`src/rtl/decoder_3to8_reg.sv`:
```
// rtl/decoder_3to8_reg.sv - hierarchical 3-to-8 one-hot decoder with registered output
module decoder_1to2 (
    input  logic       en,
    input  logic       sel,
    output logic [1:0] y
);
    // Bit 0 selects the low half, bit 1 the high half; both low when disabled.
    always_comb begin
        y = 2'b00;
        if (en) begin
            y[sel] = 1'b1;
        end
    end
endmodule

module decoder_2to4 (
    input  logic       en,
    input  logic [1:0] sel,
    output logic [3:0] y
);
    // Only the selected bit goes high, and only while enabled.
    always_comb begin
        y = 4'b0000;
        if (en) begin
            y[sel] = 1'b1;
        end
    end
endmodule

module decoder_3to8_reg (
    input  logic       clk,
    input  logic       reset,
    input  logic       en,
    input  logic [2:0] in,
    output logic [7:0] out_comb,
    output logic [7:0] out
);
    logic [1:0] half_en;

    decoder_1to2 u_top (
        .en  (en),
        .sel (in[2]),
        .y   (half_en)
    );

    decoder_2to4 u_low (
        .en  (half_en[0]),
        .sel (in[1:0]),
        .y   (out_comb[3:0])
    );

    decoder_2to4 u_high (
        .en  (half_en[1]),
        .sel (in[1:0]),
        .y   (out_comb[7:4])
    );

    // Output register: cleared asynchronously by reset, otherwise samples the decode every edge.
    always_ff @(posedge clk or posedge reset) begin
        if (reset) begin
            out <= 8'h00;
        end else begin
            out <= out_comb;
        end
    end
endmodule

```
`config.mk`:
```
export PLATFORM = sky130hd
export DESIGN_NAME = decoder_3to8_reg
export DESIGN_NICKNAME = d
export VERILOG_FILES = /design/src/rtl/decoder_3to8_reg.sv
export SDC_FILE = /design/constraint.sdc
export NUM_CORES = 1
export LEC_CHECK = 0
export ABC_AREA = 0
export BUFFER_PORTS_ARGS = -buffer_cell sky130_fd_sc_hd__buf_2
export CAP_MARGIN = 15
export CORE_AREA = 2 2 39 41
export DETAILED_ROUTE_END_ITERATION = 6
export DIE_AREA = 0 0 41 43
export GPL_TIMING_DRIVEN = 1
export SYNTH_ARGS = -nofsm -noshare
export SYNTH_HDL_FRONTEND = slang
export SYNTH_SLANG_ARGS = --single-unit
```
`constraint.sdc`:
```
create_clock -name clk -period 0.8 [get_ports clk]
set_input_delay 0.16 -clock clk [delete_from_list [all_inputs] [get_ports clk]]
set_output_delay 0.16 -clock clk [all_outputs]
set_load 0.01 [all_outputs]
```
==> results summary <==
The run finished, with violations left. The final reports fail on negative setup slack. The iteration-0 DRC count of the detailed router came out at 3. The cell type group with the largest total delay on the critical path is flip-flops.

The number of placed instances, taps included, is 54. The maximum number of buffers from clock root to sink is 2. The final count of hold timing violations is 0. The number of synthesis warnings is 0. The summed negative setup slack over all endpoints is -1.01 ns.

The transition time of the tightest slew-check pin came out at 0.307 ns. The area fraction of the dominant cell type after synthesis came out at 66.7%. The final critical path time including I/O delays and setup came out at 0.909 ns. The largest net degree at the start of global routing came out at 9. The core utilization of the finished layout is 40.9%. STA classifies the critical path startpoint as a flop. The initialized floorplan defines 14 standard-cell rows. CTS placed an instance of sky130_fd_sc_hd__clkbuf_4 at the clock tree root. The worst relative slew slack is 79.5%.

The remaining antenna violation count after routing came out at 0. The filler cells instantiated in the layout total 135. The number of unique standard cell types used by synthesis is 6. The total nets after synthesis came out at 23.

The final design area excluding fillers is 566 um^2. STA classifies the critical path endpoint as an output port. The static leakage came out at 0.302 nW. The synthesis-to-finish area growth came out at 88.3%. The die is 43 um tall. After detailed routing, the average wire length per cell comes to 13.0 um.

After detailed routing, the number of remaining DRC violations is 0. Setup repair after global routing could not meet its margin everywhere. The flip-flop count of the largest register, all copies and words added is 8. The antenna diode count is 0. Traced cell by cell, the critical path runs through buf_2. The area inside the core boundary is 1380 um^2.

The endpoint required time on the critical path is 0.64 ns. The worst hold path begins at in[2]. For hold timing, the worst endpoint is out[0]. Max-cap violations in this run came to 0. The kind of critical path is reg2out. In this run the cell area measured after placement is 425 um^2.

The final worst slack is -0.109 ns. The number of vias after detailed routing is 267. The biggest area contributor in the post-synthesis netlist is sky130_fd_sc_hd__dfrtp_1. The overall power of the completed layout is 0.856 mW. The total global routing overflow is 0. TritonCTS built the clock tree. The filler-free cell count of the finished design is 58. The via count of the first global-routing pass is 270. The fraction of final layout cells sized beyond drive strength 1 is 76.2%. The number of instances on the worst hold path is 2.

The register bit total from synthesis came out at 8. The maximum level of the CTS H-tree is 1. The most common cell after layout, fill and taps aside is sky130_fd_sc_hd__buf_2. The global placement routability congestion came out at 0.618. The longest individual stage delay on the worst path came out at 0.36 ns.

The largest registers in the layout are out x8. The achievable frequency is 1100 MHz. In the layout the commonest cells are 9 x sky130_fd_sc_hd__buf_2, 8 x sky130_fd_sc_hd__dfrtp_1, 8 x sky130_fd_sc_hd__buf_6.

Across every metal layer, demand over resource in global routing totals 10.4%. The final setup violation count came out at 15. For this design, the sink count on the clock tree is 8. After synthesis, flip-flops and latches occupy 66.7% of the total area.

The total I/O pin count came out at 22. The number of clock buffers inserted by TritonCTS came out at 3. Once the clock tree was built, the setup fixing pass inserted 0 buffers. Counting every instance in the synthesized netlist gives 17. The number of buffer and inverter instances along the worst setup path came out at 1.

The wire length of the first global-routing pass is 1.18 mm. The effective utilization at floorplan is 21.7%. The cell area after technology mapping is 300 um^2. The width of the die came out at 41 um. The number of optimization iterations in the first detailed-route pass is 2. More flip-flops sit in one register than any other, and that register is out. By area the synthesized netlist is led by sky130_fd_sc_hd__dfrtp_1 67%, sky130_fd_sc_hd__and4bb_2 13%, sky130_fd_sc_hd__and4b_2 11%. After detailed routing, the number of vias per cell comes to 4.60. Among all stages on the critical path, the largest delay is contributed by sky130_fd_sc_hd__dfrtp_1. The quantity of I/O buffers inserted on ports is 21. At the end of the flow, the number of nets in the layout was 50. Of the available clock period, the critical path in the final layout requires 114%.

The area of the die came out at 1760 um^2. The number of antenna violations at the first check in global routing came out at 0. The maximum resistive drop on vdd is 0.572 mV. The CTS clock-pin slew for the worst setup and hold paths came out at 0.06 ns.

Summing all multi-input logic gate instances after layout gives 106 um^2. The count of final max-slew check failures came out at 0. The post-placement worst setup slack came out at -0.136 ns.

Summed over all layers, the routed wires come to 752 um. The average footprint of a synthesized cell came out at 17.7 um^2. For the worst setup path, the data arrival time is 0.75 ns. In this run the worst hold path is classified as in2reg. The hold slack came out at 0.0818 ns. The power density relative to cell area came out at 1510 nW/um^2. Along the worst path, the maximum fanout reaches 1. The sequential cells in the finished layout cover a total of 200 um^2.
report_power, final:
part	switching (mW)	internal, mW
clock network	0.131	0.171
registers	0.00238	0.415
logic	0.0560	0.0801
cells by family after synthesis:
| family | count (synthesis) | synth area share, % |
|---|---|---|
| buf+inv | 1 | 1.25 |
| simple gates | 8 | 32.1 |
| flops | 8 | 66.7 |
metal layers:
layer	routed length, um	vias to the layer above	GRT usage, %
met5	0	-	0
met4	0	0	4.00
met3	97	0	7.85
met2	344	21	14.7
met1	310	128	11.5
li1	-	118	-
repair_timing:
| item | in CTS | in global routing |
|---|---|---|
| hold buffers | 1 | 0 |
| cloned | 0 | 0 |
| endpoints found under the setup margin | 16 | 16 |
| endpoints found under the hold margin | 8 | 0 |
| pin swaps | 3 | 4 |
| gates resized for setup | 18 | 5 |
synthesized netlist by cell type, drive strengths merged:
cell type / count
and4bb: 3
and4: 1
inv: 1
dfrtp: 8
and4b: 3
nor4b: 1
worst max-delay path by stage:
stage	startpoint	end	slack (ns)	cells past startpoint
after floorplan	in[1]	out_comb[0]	0.1	1
after global placement	in[1]	out_comb[0]	-0.13	3
after detailed placement	in[1]	out_comb[0]	-0.14	3
after CTS	out[1]	out[1]	-0.12	1
after global routing	out[1]	out[1]	-0.14	1
final	out[1]	out[1]	-0.11	1
cell type report:
class / instances / area share, %
Sequential cell: 8 / 35.4
Inverter: 1 / 0.664
Timing Repair Buffer: 22 / 37.6
Tap cell: 16 / 3.54
Multi-Input combinational cell: 8 / 18.8
Clock buffer: 3 / 3.98
Note: power is estimated with default switching activity, not from simulation.
